`config.mk`:
```
export PLATFORM = sky130hd
export DESIGN_NAME = dcache_valid_ctrl_flat
export DESIGN_NICKNAME = d
export VERILOG_FILES = /design/src/rtl/dcache_valid_ctrl_pkg.sv /design/src/rtl/dcache_valid_ctrl_if.sv /design/src/rtl/dcache_valid_ctrl_onehot_dec.sv /design/src/rtl/dcache_valid_ctrl.sv /design/src/flat_wrapper.sv
export SDC_FILE = /design/constraint.sdc
export NUM_CORES = 1
export LEC_CHECK = 0
export CAP_MARGIN = 20
export CORE_MARGIN = 10
export CORE_UTILIZATION = 35
export DETAILED_ROUTE_END_ITERATION = 7
export PLACE_DENSITY = 0.83
export SLEW_MARGIN = 20
export SYNTH_ARGS = -nofsm -noshare
export SYNTH_HDL_FRONTEND = slang
export SYNTH_SLANG_ARGS = --single-unit
```
`constraint.sdc`:
```
create_clock -name clock -period 2.13 [get_ports clock]
set_input_delay 0.426 -clock clock [delete_from_list [all_inputs] [get_ports clock]]
set_output_delay 0.426 -clock clock [all_outputs]
set_load 0.01 [all_outputs]
```
`src/rtl/dcache_valid_ctrl_pkg.sv`:
```
// Shared dcache definitions for the valid-array controller: geometry,
// derived widths, the controller FSM states and the arbitration grant codes.
package dcache_valid_ctrl_pkg;

    localparam int DCACHE_SETS  = 64;
    localparam int DCACHE_WAYS  = 8;
    localparam int DCACHE_IDX_W = $clog2(DCACHE_SETS);
    localparam int DCACHE_WAY_W = $clog2(DCACHE_WAYS);

    // INIT sweeps after reset, SWEEP sweeps after a flush, IDLE arbitrates.
    typedef enum logic [1:0] {
        ST_INIT,
        ST_IDLE,
        ST_SWEEP
    } vc_state_t;

    // Which requester owns the RAM port this cycle.
    typedef enum logic [1:0] {
        GNT_NONE,
        GNT_LOOKUP,
        GNT_FILL,
        GNT_INV
    } vc_grant_t;

endpackage

```
`src/rtl/dcache_valid_ctrl_if.sv`:
```
// Bundle of the requester handshakes, flush control and RAM port signals
// around the dcache valid-array controller.
interface dcache_valid_ctrl_if
    import dcache_valid_ctrl_pkg::*;
#(
    parameter int SETS = DCACHE_SETS,
    parameter int WAYS = DCACHE_WAYS
);
    localparam int IDX_W = $clog2(SETS);
    localparam int WAY_W = $clog2(WAYS);

    logic             lookup_valid;
    logic             lookup_ready;
    logic [IDX_W-1:0] lookup_index;

    logic             fill_valid;
    logic             fill_ready;
    logic [IDX_W-1:0] fill_index;
    logic [WAY_W-1:0] fill_way;

    logic             inv_valid;
    logic             inv_ready;
    logic [IDX_W-1:0] inv_index;
    logic [WAY_W-1:0] inv_way;

    logic             flush_req;
    logic             flush_busy;
    logic             flush_done;

    logic             ram_cen;
    logic             ram_wen;
    logic [WAYS-1:0]  ram_bwen;
    logic [WAYS-1:0]  ram_din;
    logic [IDX_W-1:0] ram_addr;

    modport master (
        output lookup_valid, lookup_index,
        output fill_valid, fill_index, fill_way,
        output inv_valid, inv_index, inv_way,
        output flush_req,
        input  lookup_ready, fill_ready, inv_ready,
        input  flush_busy, flush_done,
        input  ram_cen, ram_wen, ram_bwen, ram_din, ram_addr
    );

    modport slave (
        input  lookup_valid, lookup_index,
        input  fill_valid, fill_index, fill_way,
        input  inv_valid, inv_index, inv_way,
        input  flush_req,
        output lookup_ready, fill_ready, inv_ready,
        output flush_busy, flush_done,
        output ram_cen, ram_wen, ram_bwen, ram_din, ram_addr
    );

endinterface

```
`src/rtl/dcache_valid_ctrl_onehot_dec.sv`:
```
// Way number to one-hot way mask; used for both fill and invalidate
// bit write-enables.
module dcache_valid_ctrl_onehot_dec
    import dcache_valid_ctrl_pkg::*;
#(
    parameter  int WAYS  = DCACHE_WAYS,
    localparam int WAY_W = $clog2(WAYS)
) (
    input  logic [WAY_W-1:0] way,
    output logic [WAYS-1:0]  mask
);

    // Exactly one bit set, at the selected way.
    always_comb begin
        mask      = '0;
        mask[way] = 1'b1;
    end

endmodule

```
`src/rtl/dcache_valid_ctrl.sv`:
```
// Arbiter and sequencer for the single-port dcache valid array. Shares the
// RAM port between lookup reads, fill sets and invalidate clears, and owns
// the whole-array clear sweep run after reset and on flush.
module dcache_valid_ctrl
    import dcache_valid_ctrl_pkg::*;
#(
    parameter int SETS          = DCACHE_SETS,
    parameter int WAYS          = DCACHE_WAYS,
    parameter int STARVE_MAX    = 4,
    parameter bit INIT_ON_RESET = 1'b1
) (
    input  logic              clock,
    input  logic              reset,
    dcache_valid_ctrl_if.slave bus
);

    localparam int IDX_W = $clog2(SETS);
    localparam int STV_W = $clog2(STARVE_MAX + 1);

    localparam logic [IDX_W-1:0] LAST_SET    = IDX_W'(SETS - 1);
    localparam logic [STV_W-1:0] STARVE_LIM  = STV_W'(STARVE_MAX);
    localparam vc_state_t        RESET_STATE = INIT_ON_RESET ? ST_INIT : ST_IDLE;

    vc_state_t        state;
    vc_state_t        state_next;
    vc_grant_t        grant;
    logic [IDX_W-1:0] sweep_cnt;
    logic [STV_W-1:0] starve_cnt;
    logic [STV_W-1:0] starve_next;
    logic [WAYS-1:0]  fill_mask;
    logic [WAYS-1:0]  inv_mask;
    logic             write_pending;
    logic             write_ok;

    assign write_pending = bus.fill_valid | bus.inv_valid;
    assign write_ok      = (starve_cnt == STARVE_LIM) | ~bus.lookup_valid;

    dcache_valid_ctrl_onehot_dec #(.WAYS(WAYS)) u_fill_dec (
        .way  (bus.fill_way),
        .mask (fill_mask)
    );

    dcache_valid_ctrl_onehot_dec #(.WAYS(WAYS)) u_inv_dec (
        .way  (bus.inv_way),
        .mask (inv_mask)
    );

    // Arbitration, next state, RAM/handshake outputs and the next starve count.
    always_comb begin
        grant            = GNT_NONE;
        state_next       = state;
        starve_next      = starve_cnt;
        bus.lookup_ready = 1'b0;
        bus.fill_ready   = 1'b0;
        bus.inv_ready    = 1'b0;
        bus.flush_busy   = 1'b0;
        bus.flush_done   = 1'b0;
        bus.ram_cen      = 1'b0;
        bus.ram_wen      = 1'b0;
        bus.ram_bwen     = '0;
        bus.ram_din      = '0;
        bus.ram_addr     = '0;

        if (reset) begin
            bus.flush_busy = INIT_ON_RESET;
        end else begin
            case (state)
                ST_INIT, ST_SWEEP: begin
                    bus.flush_busy = 1'b1;
                    bus.ram_cen    = 1'b1;
                    bus.ram_wen    = 1'b1;
                    bus.ram_bwen   = '1;
                    bus.ram_addr   = sweep_cnt;
                    if (sweep_cnt == LAST_SET) begin
                        bus.flush_done = 1'b1;
                        state_next     = ST_IDLE;
                    end
                end
                ST_IDLE: begin
                    if (bus.flush_req) begin
                        state_next = ST_SWEEP;
                    end else if (bus.fill_valid && write_ok) begin
                        grant = GNT_FILL;
                    end else if (bus.inv_valid && write_ok) begin
                        grant = GNT_INV;
                    end else if (bus.lookup_valid) begin
                        grant = GNT_LOOKUP;
                    end
                end
                default: state_next = RESET_STATE;
            endcase
        end

        case (grant)
            GNT_FILL: begin
                bus.fill_ready = 1'b1;
                bus.ram_cen    = 1'b1;
                bus.ram_wen    = 1'b1;
                bus.ram_addr   = bus.fill_index;
                bus.ram_bwen   = fill_mask;
                bus.ram_din    = fill_mask;
            end
            GNT_INV: begin
                bus.inv_ready = 1'b1;
                bus.ram_cen   = 1'b1;
                bus.ram_wen   = 1'b1;
                bus.ram_addr  = bus.inv_index;
                bus.ram_bwen  = inv_mask;
            end
            GNT_LOOKUP: begin
                bus.lookup_ready = 1'b1;
                bus.ram_cen      = 1'b1;
                bus.ram_addr     = bus.lookup_index;
            end
            default: ;
        endcase

        if (grant == GNT_LOOKUP && write_pending) begin
            if (starve_cnt != STARVE_LIM) begin
                starve_next = starve_cnt + 1'b1;
            end
        end else if (grant == GNT_FILL || grant == GNT_INV || !write_pending) begin
            starve_next = '0;
        end
    end

    // FSM state register and sweep address counter; the counter only moves while sweeping.
    always_ff @(posedge clock) begin
        if (reset) begin
            state     <= RESET_STATE;
            sweep_cnt <= '0;
        end else begin
            state <= state_next;
            if (state != ST_IDLE) begin
                sweep_cnt <= (sweep_cnt == LAST_SET) ? '0 : sweep_cnt + 1'b1;
            end
        end
    end

    // Count of lookups granted back-to-back while a write has been waiting.
    always_ff @(posedge clock) begin
        if (reset) begin
            starve_cnt <= '0;
        end else begin
            starve_cnt <= starve_next;
        end
    end

endmodule

```
`src/flat_wrapper.sv`:
```
// flat-port wrapper written by rule: the top's interface ports become plain ports
module dcache_valid_ctrl_flat import dcache_valid_ctrl_pkg::*;
#(
    parameter int SETS          = DCACHE_SETS,
    parameter int WAYS          = DCACHE_WAYS,
    parameter int STARVE_MAX    = 4,
    parameter bit INIT_ON_RESET = 1'b1
)
  (clock, reset, bus_lookup_valid, bus_lookup_index, bus_fill_valid, bus_fill_index, bus_fill_way, bus_inv_valid, bus_inv_index, bus_inv_way, bus_flush_req, bus_lookup_ready, bus_fill_ready, bus_inv_ready, bus_flush_busy, bus_flush_done, bus_ram_cen, bus_ram_wen, bus_ram_bwen, bus_ram_din, bus_ram_addr);
  dcache_valid_ctrl_if #(.SETS(SETS), .WAYS(WAYS)) bus_i ();
  input  logic clock;
  input  logic reset;
  input wire logic [$bits(bus_i.lookup_valid)-1:0] bus_lookup_valid;
  input wire logic [$bits(bus_i.lookup_index)-1:0] bus_lookup_index;
  input wire logic [$bits(bus_i.fill_valid)-1:0] bus_fill_valid;
  input wire logic [$bits(bus_i.fill_index)-1:0] bus_fill_index;
  input wire logic [$bits(bus_i.fill_way)-1:0] bus_fill_way;
  input wire logic [$bits(bus_i.inv_valid)-1:0] bus_inv_valid;
  input wire logic [$bits(bus_i.inv_index)-1:0] bus_inv_index;
  input wire logic [$bits(bus_i.inv_way)-1:0] bus_inv_way;
  input wire logic [$bits(bus_i.flush_req)-1:0] bus_flush_req;
  output wire logic [$bits(bus_i.lookup_ready)-1:0] bus_lookup_ready;
  output wire logic [$bits(bus_i.fill_ready)-1:0] bus_fill_ready;
  output wire logic [$bits(bus_i.inv_ready)-1:0] bus_inv_ready;
  output wire logic [$bits(bus_i.flush_busy)-1:0] bus_flush_busy;
  output wire logic [$bits(bus_i.flush_done)-1:0] bus_flush_done;
  output wire logic [$bits(bus_i.ram_cen)-1:0] bus_ram_cen;
  output wire logic [$bits(bus_i.ram_wen)-1:0] bus_ram_wen;
  output wire logic [$bits(bus_i.ram_bwen)-1:0] bus_ram_bwen;
  output wire logic [$bits(bus_i.ram_din)-1:0] bus_ram_din;
  output wire logic [$bits(bus_i.ram_addr)-1:0] bus_ram_addr;
  assign bus_i.lookup_valid = bus_lookup_valid;
  assign bus_i.lookup_index = bus_lookup_index;
  assign bus_i.fill_valid = bus_fill_valid;
  assign bus_i.fill_index = bus_fill_index;
  assign bus_i.fill_way = bus_fill_way;
  assign bus_i.inv_valid = bus_inv_valid;
  assign bus_i.inv_index = bus_inv_index;
  assign bus_i.inv_way = bus_inv_way;
  assign bus_i.flush_req = bus_flush_req;
  assign bus_lookup_ready = bus_i.lookup_ready;
  assign bus_fill_ready = bus_i.fill_ready;
  assign bus_inv_ready = bus_i.inv_ready;
  assign bus_flush_busy = bus_i.flush_busy;
  assign bus_flush_done = bus_i.flush_done;
  assign bus_ram_cen = bus_i.ram_cen;
  assign bus_ram_wen = bus_i.ram_wen;
  assign bus_ram_bwen = bus_i.ram_bwen;
  assign bus_ram_din = bus_i.ram_din;
  assign bus_ram_addr = bus_i.ram_addr;
  dcache_valid_ctrl #(.SETS(SETS), .WAYS(WAYS), .STARVE_MAX(STARVE_MAX), .INIT_ON_RESET(INIT_ON_RESET)) u_core (.clock(clock), .reset(reset), .bus(bus_i));
endmodule
```
# Yosys cells after proc, flatten, opt, wreduce, memory -nomap -nowiden
# Cells that the tools add are included.
dict set report classes {
  order_cmp 4
  mux 35
  reduce_logical 15
  n_addsub 2
  eq_ne 12
  bitwise_logic 3
}
# op count
set op_table {}
lappend op_table {{$mux 8} 3}
lappend op_table {{$mux 6} 3}
lappend op_table {{$pmux 6 s3} 1}
lappend op_table {{$pmux 8 s2} 1}
lappend op_table {{$mux 1} 14}
lappend op_table {{$mux 2} 7}
lappend op_table {{$mux 3} 3}
lappend op_table {{$lt 3x4->1 const B} 2}
lappend op_table {{$add 6x1->6 const B} 1}
lappend op_table {{$demux 1 s3} 2}
lappend op_table {{$eq 2x2->1 const B} 3}
lappend op_table {{$eq 6x6->1 const B} 1}
lappend op_table {{$ge 3x1->1 const B} 2}
lappend op_table {{$logic_and 1x1->1} 5}
lappend op_table {{$eq 2x1->1 const B} 2}
lappend op_table {{$ne 2x1->1 const B} 2}
lappend op_table {{$ne 2x2->1 const B} 2}
lappend op_table {{$pmux 2 s2} 1}
lappend op_table {{$reduce_and 2->1} 2}
lappend op_table {{$reduce_or 2->1} 2}
lappend op_table {{$add 3x1->3 const B} 1}
lappend op_table {{$eq 3x3->1 const B} 1}
lappend op_table {{$ne 3x3->1 const B} 1}
lappend op_table {{$reduce_or 3->1} 1}
lappend op_table {{other kinds (6)} 8}
dict set report word_totals {
  in_bits 30
  word_cells 74
  ff_bits 11
  out_inout_bits 29
}

# Depth between registers and ports, before layout
dict set report depth {
  ltp_word 13
  depth_mapped 7
  depth_no_buf 6
}

# By module
# Synthesis repeated with hierarchy kept, for this count alone.
dict set report hier_totals {
  hier_cells 139
  hier_area_um2 1129.8
}
# module instances cells_each area_each_um2 seq_area_each_um2
set modules_own_cells {}
lappend modules_own_cells {dcache_valid_ctrl 1 123 999.7 220.2}
lappend modules_own_cells {dcache_valid_ctrl_onehot_dec 2 8 65.1 0.0}

# Worst setup path after synthesis
# OpenSTA, ideal clock, no wires.
dict set report synth_timing {
  kind {register to output}
  start {register u_core.starve_cnt[0]}
  end {output bus_ram_bwen[4]}
  slack_ns -0.184
  t_arrival_ns 1.888
  path_stages_with_launch 7
  required_time_ns 1.704
  path_buffers 0
  path_cell_list {dfxtp_1 > inv_1 > ha_1 > a21boi_1 > o221ai_1 > or4b_1 > a31oi_1}
}
dict set report synth_via {
  elab_chain_cells 10
  elab_cells_between_ends 12
  classes_between {eq/ne: 3; mux: 6; bitwise: 1; reduce/logical: 2}
}
# element line
set synth_lines {}
lappend synth_lines {{start, declared} dcache_valid_ctrl.sv:28} ;# logic [STV_W-1:0] starve_cnt;
lappend synth_lines {{start signal, assigned} dcache_valid_ctrl.sv:145} ;# starve_cnt <= starve_next;
lappend synth_lines {{$eq 3x3->1 *} dcache_valid_ctrl.sv:36} ;# assign write_ok = (starve_cnt == STARVE_LIM) | ~bus.lookup_valid;
lappend synth_lines {{$or 1x1->1 *} dcache_valid_ctrl.sv:36}
lappend synth_lines {{$logic_and 1x1->1} dcache_valid_ctrl.sv:84} ;# end else if (bus.inv_valid && write_ok) begin
lappend synth_lines {{$mux 2} dcache_valid_ctrl.sv:84}
lappend synth_lines {{$mux 2 *} dcache_valid_ctrl.sv:82} ;# end else if (bus.fill_valid && write_ok) begin
lappend synth_lines {{$mux 2 *} dcache_valid_ctrl.sv:80} ;# if (bus.flush_req) begin
lappend synth_lines {{$mux 2 *} dcache_valid_ctrl.sv:67} ;# case (state)
lappend synth_lines {{$mux 2 *} dcache_valid_ctrl.sv:64} ;# if (reset) begin
lappend synth_lines {{$eq 2x2->1} dcache_valid_ctrl.sv:94} ;# case (grant)
lappend synth_lines {{$pmux 8 s2 *} dcache_valid_ctrl.sv:94}
lappend synth_lines {{end, declared} flat_wrapper.sv:29} ;# output wire logic [$bits(bus_i.ram_bwen)-1:0] bus_ram_bwen;
# Mark *: on every way between the ends. The rest lies on a longest branch, timed or not.

# Worst setup path after layout
dict set report layout_timing {
  start {input bus_flush_req}
  end {output bus_ram_addr[2]}
}
dict set report layout_via {
  elab_chain_cells 5
  elab_cells_between_ends 7
  classes_between {eq/ne: 3; mux: 4}
}
# element line
set layout_lines {}
lappend layout_lines {{start, declared} flat_wrapper.sv:21} ;# input wire logic [$bits(bus_i.flush_req)-1:0] bus_flush_req;
lappend layout_lines {{$mux 2 *} dcache_valid_ctrl.sv:80}
lappend layout_lines {{$mux 2 *} dcache_valid_ctrl.sv:67}
lappend layout_lines {{$mux 2 *} dcache_valid_ctrl.sv:64}
lappend layout_lines {{$eq 2x1->1 / $eq 2x2->1 (equally long branches)} dcache_valid_ctrl.sv:94}
lappend layout_lines {{$pmux 6 s3 *} dcache_valid_ctrl.sv:94}
lappend layout_lines {{end, declared} flat_wrapper.sv:31} ;# output wire logic [$bits(bus_i.ram_addr)-1:0] bus_ram_addr;
# Marked as above.

==> summary.txt <==
Hold path
  – Hold crit path type: in2reg
  – Hold Path Origin: bus_flush_req

Outcome
  – Failing checks: setup timing
  – Status: finished with violations

Floorplan
  – DIE AREA: between 0.005 and 0.006 mm²
  – Initial Util: 36.1%
  – CORE AREA: between 0.003 and 0.004 mm²
  – Std cell rows: 20
  – Die Wd: around 76 µm
  – Io pins: roughly 60
  – Die Span Y: about 76 µm

STA
  – Setup Skew: approximately 8.1 ps
  – Total count of hold-check failures in the final report: 0
  – Worst hold slack: ~420 ps
  – Final setup viols: 27
  – Tcrit/Tclk final: 117%
  – Slew @ Worst Pin: between 400 and 500 ps
  – Rel. slew slack: between 60% and 70%
  – Fmax: roughly 400 MHz
  – RSZ-0062 raised after global routing: yes
  – Max Slew Vio Count: 0
  – Final min period: 2490 ps
  – Final setup margin: -363 ps

Clock network
  – Clk buf depth: 2
  – Num CTS Buffers: 3
  – CTS tree: done
  – Worst-path clk slew: about 80 ps
  – Htree depth: 1
  – Clk_lat worst skew: roughly 270 ps
  – Clock sinks: 11
  – CTS Root Cell: clkbuf_4

Critical path
  – Critical Path RT: 1700 ps
  – R2R Path End: u_core.starve_cnt[1]
  – FF-to-FF Start: u_core.state[1]
  – Crit path to: bus_ram_addr[2]
  – Cell-by-cell trace of the critical path: buf_2 -> or4b_4 -> nor3_4 -> buf_12 -> mux2i_2 -> o221ai_2 -> buf_2
  – Worst endpoint data arrival time: between 2000 and 2500 ps
  – Slowest cell on the critical path: or4b_4
  – Worst Setup End Kind: output port
  – Crit path max-delay family: simple AND/OR/NAND/NOR gates
  – CP max stage delay: approximately 560 ps
  – Beginning of the critical path: bus_flush_req
  – Crit path top cell by count: buf_2
  – WP buf/inv: 3
  – Worst R2R Setup Slack: 390 ps
  – Startpoint types: primary input
  – Worst path depth: 7
  – Kind of critical path: in2out
  – R2R depth: 8
  – Worst-path fanout max: 6

Route
  – Avg Vias per Cell: 5.20
  – DR vias: 1529
  – Routed wire length per instance: 16.8 µm
  – Total length of routed wires: 4950 µm
  – DRT iter0 DRCs: 80
  – Antenna violation net count after detailed routing: 0
  – DRC Markers: 0
  – Initial DRT Pass Iterations: 4

GRT
  – Vias in the first global route: between 1000 and 1500
  – Total gr overflow: 0
  – Total Routing Usage GR: ~16%
  – Initial antenna violation count: 0
  – First-pass GRT wire length: roughly 7100 µm
  – Largest net degree at the start of global routing: 14

Synthesis
  – Yosys cell types: 44
  – Synth top area share: between 20 and 25%
  – Post-synth top flop: dfxtp_1
  – EDFF count, synth: 0
  – Area leader, netlist: dfxtp_1
  – Synthesis Warnings: 0
  – Sequential fraction of the synthesis area: about 20%
  – Cell area after synthesis: around 0.0011 mm²
  – Largest cells by area after synthesis: dfxtp_1 (20%), o221ai_2 (6.9%), mux2i_1 (6.4%), a31oi_1 (5.1%), nand2_1 (5.1%)
  – Synthesized instance count: about 140
  – Most common cell in the netlist: nand2_1
  – Post-synth net total: roughly 180
  – Yosys reg bits: 11
  – Asr flop ratio synth: 0%
  – Syn Area/Cell: 7.65 µm²
  – Top cells by count, synth: nand2_1 (15), nor2_1 (14), dfxtp_1 (11), inv_1 (10), a31oi_1 (9)

Finish
  – Antenna Cells: 0
  – Fillcell total: a little over 200
  – Final Cell Area: around 0.0023 mm²
  – Layout cells sized above 1: roughly 51%
  – Nets: 284
  – Area Growth Syn to Fin: 106%

Run
  – Max_cap viols: 0

Placed design
  – HPWL Detailed: approximately 3200 µm
  – GP Congestion: just under 0.9
  – # port buffers: 58
  – DP Area: a little under 0.002 mm²

Power and ir drop
  – Peak supply drop: approximately 0.27 mV
  – Leak pwr: 0.968 nW
  – Pwr Density: ~250 mW/mm²
==> cell type report <==
cell class	instances	area [µm²]	area share [%]
inverters	10	37.5	1.66
clock buffers	4	26.3	1.16
repair buffers	109	907	40.2
multi-input cells	116	1000	44.5
flip-flops and latches	11	225	9.98
well taps	44	55.1	2.44
==> tightest hold or removal path: stages <==
cell	delay, ps
buf_2	130
nand2_1	60
a21oi_1	50
==> cell families (layout without fill, tap and decap cells) <==
group           Yosys count  after routing  synth area share (%)
simple gates             74             75                  40.3
fa+ha+maj                 3              3                  3.43
compound gates           27             27                  20.4
mux                       7              7                  6.41
xor+xnor                  4              4                  3.20
flops                    11             11                  20.1
buf+inv                  17            123                  6.18
==> cell usage in the layout, fill, tap and decap left out, types with 4 or more instances in the layout <==
master           instances
a21oi_1                  4
a31oi_1                  7
buf_2                   23
buf_4                   42
buf_6                   12
clkdlybuf4s50_1         25
dfxtp_1                  7
dfxtp_2                  4
inv_1                    7
nand2_1                 14
nand3_1                  6
nand4b_1                 4
nor2_1                  10
o221ai_2                 6
==> worst min path at each step <==
stage                                     end  cells past startpoint
after global routing          u_core.state[1]                      3
after CTS                     u_core.state[1]                      3
after floorplan           u_core.sweep_cnt[1]                      2
final                         u_core.state[1]                      3
after detailed placement  u_core.sweep_cnt[5]                      1
after global placement    u_core.sweep_cnt[5]                      1
==> layer usage <==
metal | vias to the layer above | GRT usage (%) | share of wire [%]
met3 | 4 | 3.26 | 8.6
met4 | 0 | 2.47 | 0.57
li1 | 751 | - | -
met1 | 719 | 18.2 | 40
met5 | - | 0 | 0
met2 | 55 | 28.5 | 50
==> stage by stage <==
step	utilization [%]	instances	setup WS [ps]	setup TNS, ps	power [mW]
6_report	74.5	294	-363	-6600	0.571
3_3_place_gp	65.4	271	-997	-25370	0.411
2_1_floorplan	-	143	-77.4	-925	0.282
3_5_place_dp	65.4	271	-1050	-26490	0.413
5_1_grt	74.5	294	-457	-8750	0.600
4_1_cts	70.1	289	-402	-7050	0.552
==> sequential cells by signal, indices dropped and copies added, names as in the netlist <==
signal and cells:
u_core.starve_cnt 3, u_core.sweep_cnt 6, u_core.state 2
==> what timing repair did <==
item / 4_1_cts / 5_1_grt
gates resized for setup: 151 / 28
hold endpoints to repair: 0 / 0
setup endpoints to repair: 29 / 28
cloned: 2 / 1
hold buffers: 0 / 0
pin swaps: 22 / 14
setup buffers: 12 / 5
==> where the power goes <==
| part | internal, mW | switching [mW] |
|---|---|---|
| logic | 0.114 | 0.0956 |
| registers | 0.211 | 0.00260 |
| clock network | 0.0725 | 0.0764 |
| total | 0.397 | 0.175 |
Note: power is estimated with default switching activity, not from simulation.
